**src/rtl/eq_pkg.sv**
```systemverilog
// ---------------------------------------------------------------------------
// eq_pkg
//   Shared definitions for the equalizer register-map front end.
//   - EQ_NUM_REGS / EQ_ADDR_W : register map geometry
//   - spi_state_t             : SPI frame-parser state encoding
//   - sat_inc8                : saturating byte increment used for the
//                               optional address auto-increment
// ---------------------------------------------------------------------------
package eq_pkg;

  localparam int EQ_NUM_REGS = 31;
  localparam int EQ_ADDR_W   = 8;

  typedef enum logic [1:0] {
    IDLE = 2'd0,
    ADDR = 2'd1,
    DATA = 2'd2
  } spi_state_t;

  // Stops at 8'hFF so an auto-incrementing address can never wrap back
  // into the valid register range within one frame.
  function automatic logic [7:0] sat_inc8(input logic [7:0] v);
    return (v == 8'hFF) ? v : v + 8'd1;
  endfunction

endpackage

```
**src/rtl/sync_edge_det.sv**
```systemverilog
// ---------------------------------------------------------------------------
// sync_edge_det
//   Brings one asynchronous pin into the clk domain through two flops and
//   keeps one further history flop for edge detection.
//   Ports:
//     clk      in  system clock
//     async_i  in  asynchronous input pin
//     level_o  out synchronised level
//     rise_o   out one-cycle pulse on a synchronised 0->1 transition
//     fall_o   out one-cycle pulse on a synchronised 1->0 transition
//   The flops carry no reset on purpose: they always track the pin, so a
//   reset applied while chip select is already low cannot fabricate a
//   falling edge once reset is released.
// ---------------------------------------------------------------------------
module sync_edge_det (
  input  logic clk,
  input  logic async_i,
  output logic level_o,
  output logic rise_o,
  output logic fall_o
);

  logic meta_q;
  logic sync_q;
  logic hist_q;

  always_ff @(posedge clk) begin
    meta_q <= async_i;
    sync_q <= meta_q;
    hist_q <= sync_q;
  end

  assign level_o = sync_q;
  assign rise_o  = sync_q & ~hist_q;
  assign fall_o  = ~sync_q & hist_q;

endmodule

```
**src/rtl/spi_reg_loader.sv**
```systemverilog
// ---------------------------------------------------------------------------
// spi_reg_loader
//   SPI-slave (mode 0, MSB first) front end that turns host frames of the
//   form {address byte, data byte 0..N} into single-cycle byte writes for
//   the equalizer register map. All SPI pins are oversampled in clk
//   (clk must run at least 4x sclk).
//
//   Ports:
//     clk        in   system clock
//     rst        in   synchronous active-high reset
//     spi_sclk   in   SPI clock (asynchronous)
//     spi_cs_n   in   SPI chip select, active low (asynchronous)
//     spi_mosi   in   SPI serial data in (asynchronous)
//     we         out  one-cycle write strobe per accepted data byte
//     addr       out  write address, held until the next write
//     wr_data    out  write data, held until the next write
//     frame_end  out  one-cycle pulse after chip select releases an
//                     active frame
//     addr_err   out  one-cycle pulse when a data byte targets an address
//                     at or above NUM_REGS (no write is issued)
//
//   Build option: macro SPI_AUTOINC_EN
//     defined   - the frame address advances by one (saturating at 8'hFF)
//                 after every completed data byte
//     undefined - the frame address stays fixed for the whole frame
// ---------------------------------------------------------------------------
module spi_reg_loader
  import eq_pkg::*;
#(
  parameter int NUM_REGS   = EQ_NUM_REGS,
  parameter int ADDR_WIDTH = EQ_ADDR_W
) (
  input  logic                  clk,
  input  logic                  rst,
  input  logic                  spi_sclk,
  input  logic                  spi_cs_n,
  input  logic                  spi_mosi,
  output logic                  we,
  output logic [ADDR_WIDTH-1:0] addr,
  output logic [7:0]            wr_data,
  output logic                  frame_end,
  output logic                  addr_err
);

  localparam int PIN_SCLK = 0;
  localparam int PIN_CS   = 1;
  localparam int PIN_MOSI = 2;
  localparam int NUM_PINS = 3;

  // 9 bits so that NUM_REGS = 256 still compares correctly.
  localparam logic [8:0] NUM_REGS_LIM = 9'(NUM_REGS);

  // -------------------------------------------------------------------------
  // Pin synchronisation
  // -------------------------------------------------------------------------
  logic [NUM_PINS-1:0] pins;
  logic [NUM_PINS-1:0] level_s;
  logic [NUM_PINS-1:0] rise_s;
  logic [NUM_PINS-1:0] fall_s;

  assign pins[PIN_SCLK] = spi_sclk;
  assign pins[PIN_CS]   = spi_cs_n;
  assign pins[PIN_MOSI] = spi_mosi;

  genvar gi;
  generate
    for (gi = 0; gi < NUM_PINS; gi++) begin : g_sync
      sync_edge_det u_sync (
        .clk     (clk),
        .async_i (pins[gi]),
        .level_o (level_s[gi]),
        .rise_o  (rise_s[gi]),
        .fall_o  (fall_s[gi])
      );
    end
  endgenerate

  logic sclk_rise;
  logic cs_rise;
  logic cs_fall;
  logic cs_active;
  logic mosi_s;

  assign sclk_rise = rise_s[PIN_SCLK];
  assign cs_rise   = rise_s[PIN_CS];
  assign cs_fall   = fall_s[PIN_CS];
  assign cs_active = ~level_s[PIN_CS];
  assign mosi_s    = level_s[PIN_MOSI];

  logic unused_edges;
  assign unused_edges = ^{level_s[PIN_SCLK], fall_s[PIN_SCLK],
                          rise_s[PIN_MOSI], fall_s[PIN_MOSI]};

  // -------------------------------------------------------------------------
  // State
  // -------------------------------------------------------------------------
  spi_state_t                state_q,     state_d;
  logic [2:0]                bit_cnt_q,   bit_cnt_d;
  logic [7:0]                shift_q,     shift_d;
  logic [7:0]                addr_q,      addr_d;
  logic                      we_q,        we_d;
  logic [ADDR_WIDTH-1:0]     wr_addr_q,   wr_addr_d;
  logic [7:0]                wr_data_q,   wr_data_d;
  logic                      frame_end_q, frame_end_d;
  logic                      addr_err_q,  addr_err_d;

  // Byte as it will look after the current sclk edge is shifted in; used
  // directly on the 8th edge so the write goes out one cycle later.
  logic [7:0] shift_nxt;
  logic       addr_in_range;

  assign shift_nxt     = {shift_q[6:0], mosi_s};
  assign addr_in_range = ({1'b0, addr_q} < NUM_REGS_LIM);

  always_comb begin
    state_d     = state_q;
    bit_cnt_d   = bit_cnt_q;
    shift_d     = shift_q;
    addr_d      = addr_q;
    we_d        = 1'b0;
    wr_addr_d   = wr_addr_q;
    wr_data_d   = wr_data_q;
    frame_end_d = 1'b0;
    addr_err_d  = 1'b0;

    if (cs_rise) begin
      // Frame closes: any partial byte is dropped.
      state_d     = IDLE;
      bit_cnt_d   = 3'd0;
      shift_d     = 8'd0;
      frame_end_d = (state_q != IDLE);
    end else if (cs_fall) begin
      // Covers both a fresh select from IDLE and a re-select mid-frame.
      state_d   = ADDR;
      bit_cnt_d = 3'd0;
      shift_d   = 8'd0;
    end else if (sclk_rise && cs_active && (state_q != IDLE)) begin
      shift_d   = shift_nxt;
      bit_cnt_d = bit_cnt_q + 3'd1;
      if (bit_cnt_q == 3'd7) begin
        unique case (state_q)
          ADDR: begin
            addr_d  = shift_nxt;
            state_d = DATA;
          end
          DATA: begin
            if (addr_in_range) begin
              we_d      = 1'b1;
              wr_addr_d = ADDR_WIDTH'(addr_q);
              wr_data_d = shift_nxt;
            end else begin
              addr_err_d = 1'b1;
            end
`ifdef SPI_AUTOINC_EN
            addr_d = sat_inc8(addr_q);
`else
            addr_d = addr_q;
`endif
          end
          default: begin
            state_d = state_q;
          end
        endcase
      end
    end
  end

  always_ff @(posedge clk) begin
    if (rst) begin
      state_q     <= IDLE;
      bit_cnt_q   <= 3'd0;
      shift_q     <= 8'd0;
      addr_q      <= 8'd0;
      we_q        <= 1'b0;
      wr_addr_q   <= '0;
      wr_data_q   <= 8'd0;
      frame_end_q <= 1'b0;
      addr_err_q  <= 1'b0;
    end else begin
      state_q     <= state_d;
      bit_cnt_q   <= bit_cnt_d;
      shift_q     <= shift_d;
      addr_q      <= addr_d;
      we_q        <= we_d;
      wr_addr_q   <= wr_addr_d;
      wr_data_q   <= wr_data_d;
      frame_end_q <= frame_end_d;
      addr_err_q  <= addr_err_d;
    end
  end

  assign we        = we_q;
  assign addr      = wr_addr_q;
  assign wr_data   = wr_data_q;
  assign frame_end = frame_end_q;
  assign addr_err  = addr_err_q;

endmodule

```
**config.mk**
```make
export PLATFORM = sky130hd
export DESIGN_NAME = spi_reg_loader
export DESIGN_NICKNAME = d
export VERILOG_FILES = /design/src/rtl/eq_pkg.sv /design/src/rtl/sync_edge_det.sv /design/src/rtl/spi_reg_loader.sv
export SDC_FILE = /design/constraint.sdc
export NUM_CORES = 1
export LEC_CHECK = 0
export BUFFER_PORTS_ARGS = -buffer_cell sky130_fd_sc_hd__buf_2
export CORE_AREA = 2 2 75 59
export CTS_CLUSTER_SIZE = 10
export DETAILED_ROUTE_END_ITERATION = 8
export DIE_AREA = 0 0 77 61
export HOLD_SLACK_MARGIN = 0.15
export SLEW_MARGIN = 20
export SYNTH_ARGS = -nofsm -noshare
export SYNTH_HDL_FRONTEND = slang
export SYNTH_SLANG_ARGS = --single-unit
```
**constraint.sdc**
```tcl
create_clock -name clk -period 2.05 [get_ports clk]
set_clock_uncertainty 0.1 [all_clocks]
set_input_delay 0.41 -clock clk [delete_from_list [all_inputs] [get_ports clk]]
set_output_delay 0.41 -clock clk [all_outputs]
set_load 0.02 [all_outputs]
```
==> impl_metrics.env <==
export IMPL_run_status="finished, final reports clean"
export IMPL_grt_start_max_net_pins=38
export IMPL_p_clk_frac=0.346
export IMPL_tightestPinTransition_ps=491.2
export IMPL_fin_tns_setup_ps=0
export IMPL_tritoncts="done"
export IMPL_avgRoutedWirePerCell_um=12.15
export IMPL_cts_max_level=2
export IMPL_root_buffer="clkbuf_8"
export IMPL_report_final_slew_viol_count=0
export IMPL_drt_iter0_markers=56
export IMPL_wirelength_um=2880
export IMPL_antenna_cells=0
export IMPL_chipHeight_um=61
export IMPL_fin_hold_ws_ps=231.3
export IMPL_drv_cap=0
export IMPL_placedCellCount=226
export IMPL_setup_viol=0
export IMPL_place_hpwl_um=2081
export IMPL_detail_route_antenna_nets=0
export IMPL_post_dp_cell_area_sq_mm=0.001916
export IMPL_fp_row_count=20
export IMPL_switching_share=0.2047
export IMPL_startpoint="addr_q[3]$_SDFFE_PP0P_"
export IMPL_stdcell_count=237
export IMPL_coreArea_sq_mm=0.003954
export IMPL_fmax_ghz=0.6050
export IMPL_power_switching_mw=0.3048
export IMPL_fin_ws_ps=397.1
export IMPL_ys_seq_elements=47
export IMPL_die_area_sq_mm=0.004697
export IMPL_port_buffers=23
export IMPL_p_comb_frac=0.031
export IMPL_cp_max_fo=11
export IMPL_clockBufferDepth=2
export IMPL_die_x_um=77
export IMPL_hold_viol=0
export IMPL_grt_pass1_vias=1082
export IMPL_vdd_drop_max_uv=391.3
export IMPL_fin_area_sq_mm=0.002027
export IMPL_grt_pass1_wl_um=4795
export IMPL_synthesis_area_sq_mm=0.001735
export IMPL_avgViaCountPerCell=4.764
export IMPL_cts_sinks=47
export IMPL_maxSlewHeadroom=0.6725
export IMPL_synth_nets=161
export IMPL_cts_buffers_inserted=5
export IMPL_grt_usage=0.1357
export IMPL_cp_start_kind="flop"
export IMPL_routed_via_count=1129
export IMPL_drc_errors=0
export IMPL_syn_area_per_cell_sq_um=11.42
export IMPL_cp_arrival_ps=1740
export IMPL_netlist_instances=152
export IMPL_areaGrowthSynthToFinish_pct=16.80
export IMPL_finalCritPeriodShare=0.8063
export IMPL_post_cts_buffers=0
export IMPL_place_ws_ps=402.0
export IMPL_endpoint_kind="flop"
export IMPL_nNetsFinal=190
export IMPL_worstSetupPathType="flop to flop"
export IMPL_hold_class="flop to flop"
export IMPL_clock_latency_ps=290
export IMPL_firstDrtPassIters=4
export IMPL_p_seq_frac=0.623
export IMPL_final_fill_count=396
export IMPL_min_from="g_sync[1].u_sync.meta_q$_DFF_P_"
export IMPL_yosysSeqAreaShare=0.5422
export IMPL_ys_types=25
export IMPL_timing_rr_start="addr_q[3]$_SDFFE_PP0P_"
export IMPL_ioPinCount=24
export IMPL_p_int_mw=1.184
export IMPL_reg2reg_slack_ps=400
export IMPL_antenna_found_initial=0
export IMPL_ys_warn_count=0
export IMPL_gp_congestion=0.7707
export IMPL_layout_min_cycle_time_ps=1653
export IMPL_grt_ovfl_total=0
export IMPL_worstPathRequired_ps=2140
export IMPL_powerDensity_mw_per_mm2=734.7
export IMPL_drive_gt1_frac=0.2088
export IMPL_rsz0062_at_grt="false"
export IMPL_path_clk_slew_ps=80
export IMPL_initial_core_util=0.4389
export IMPL_leakage_nw=0.9123
==> power groups by stage <==
stage	clock (mW)	sequential, mW	combinational, mW
after floorplan	0	0.948	0.0320
after global placement	0	0.949	0.0402
after detailed placement	0	0.950	0.0422
after CTS	0.538	0.928	0.0464
after global routing	0.572	0.930	0.0500
final	0.515	0.928	0.0462
==> cell usage in the layout (no fill, tap or decap) <==
cell type       n
a2111oi_4       1
a21oi_1         2
and3b_1         3
and4_4          1
and4bb_2        1
buf_2          23
buf_4           4
clkbuf_1        2
clkbuf_8        5
clkinv_2        1
dfxtp_1        47
dlygate4sd3_1   3
ha_1            4
inv_1           2
mux2i_1        27
nand2b_1       26
nand3_1         1
nand3b_1        4
nand4_4         1
nand4b_1        1
nor2_1         13
nor2b_1         1
nor3_1          2
nor3b_1         1
nor4b_2         1
o21ai_0         3
or3_1           1
xnor2_1         1
==> synth_stat cells <==
cell        n  area [sq um]
buf_6       1         11.26
nor2b_1     1         6.260
a2111oi_4   1         27.53
nor4b_1     1         8.760
nand3b_1    4         30.03
and4bb_2    1         12.51
clkbuf_1    5         18.77
nor2_1     13         48.80
and4_4      1         11.26
mux2i_1    27         270.3
o21ai_0     3         15.01
nand3_1     1         5.000
inv_1       2         7.510
ha_1        4         50.05
buf_2       2         10.01
or3_1       1         6.260
and3b_1     3         26.28
nand4_4     1         21.27
nand2b_1   26         162.7
a21oi_1     2         10.01
dfxtp_1    47         940.9
nor3_1      2         10.01
nand4b_1    1         8.760
xnor2_1     1         8.760
nor3b_1     1         7.510
==> per-stage QoR <==
stage	total power, mW	utilization
floorplan	0.9801	-
global placement	0.9894	0.4845
detailed placement	0.9921	0.4845
CTS	1.512	0.5127
global route	1.552	0.5127
finish	1.489	0.5127
==> kinds of logic after synthesis <==
logic type | after synthesis | share of synthesized area
AND/OR/NAND/NOR | 57 | 0.2105
AO/OA/AOI/OAI | 6 | 0.03028
buffers and inverters | 10 | 0.02740
multiplexers | 27 | 0.1557
flip-flops | 47 | 0.5422
adder cells (fa/ha/maj) | 4 | 0.02884
XOR/XNOR | 1 | 0.005048
==> worst max-delay path: stages (launching register included) <==
cell and delay (ps):
dfxtp_1 320, and4_4 190, a2111oi_4 430, nand4_4 130
buf_4 210, and3b_1 170
==> registers in the layout (all words and copies together), names as in the netlist <==
register	count
we	1
g_sync.u_sync.hist_q	2
addr_q	8
shift_q	7
g_sync.u_sync.meta_q	3
addr_err	1
frame_end	1
g_sync.u_sync.level_o	3
state_q	2
wr_data	8
bit_cnt_q	3
addr	8
==> cell type report <==
class                   instances  area (sq um)  area share
multi-input cells              95         753.2      0.3716
flip-flops and latches         47         940.9      0.4642
inverters                       2         7.507    0.003704
well taps                      55         68.82     0.03395
clock inverters                 1         5.005    0.002469
repair buffers                 30         175.2     0.08642
clock buffers                   7         76.32     0.03765
==> metal layers <==
layer,track usage,share of wire,vias up
met5,0,0,-
met4,0.06888,0.019,0
met3,0.04464,0.048,8
met2,0.2130,0.42,21
met1,0.1719,0.51,529
li1,-,-,571
==> path summary, 6_finish.rpt <==
path	to	cells after the start
setup reg to reg	addr[6]$_SDFFE_PP0P_	5
hold / removal	g_sync[1].u_sync.level_o$_DFF_P_	0
hold reg to reg	g_sync[1].u_sync.level_o$_DFF_P_	0
setup / recovery	addr[6]$_SDFFE_PP0P_	5
==> timing repair <==
action                                 4_1_cts  5_1_grt
resized for setup                            0        0
endpoints found under the hold margin        3        0
hold buffers                                 3        0
Power figures use the tool's default switching activity.
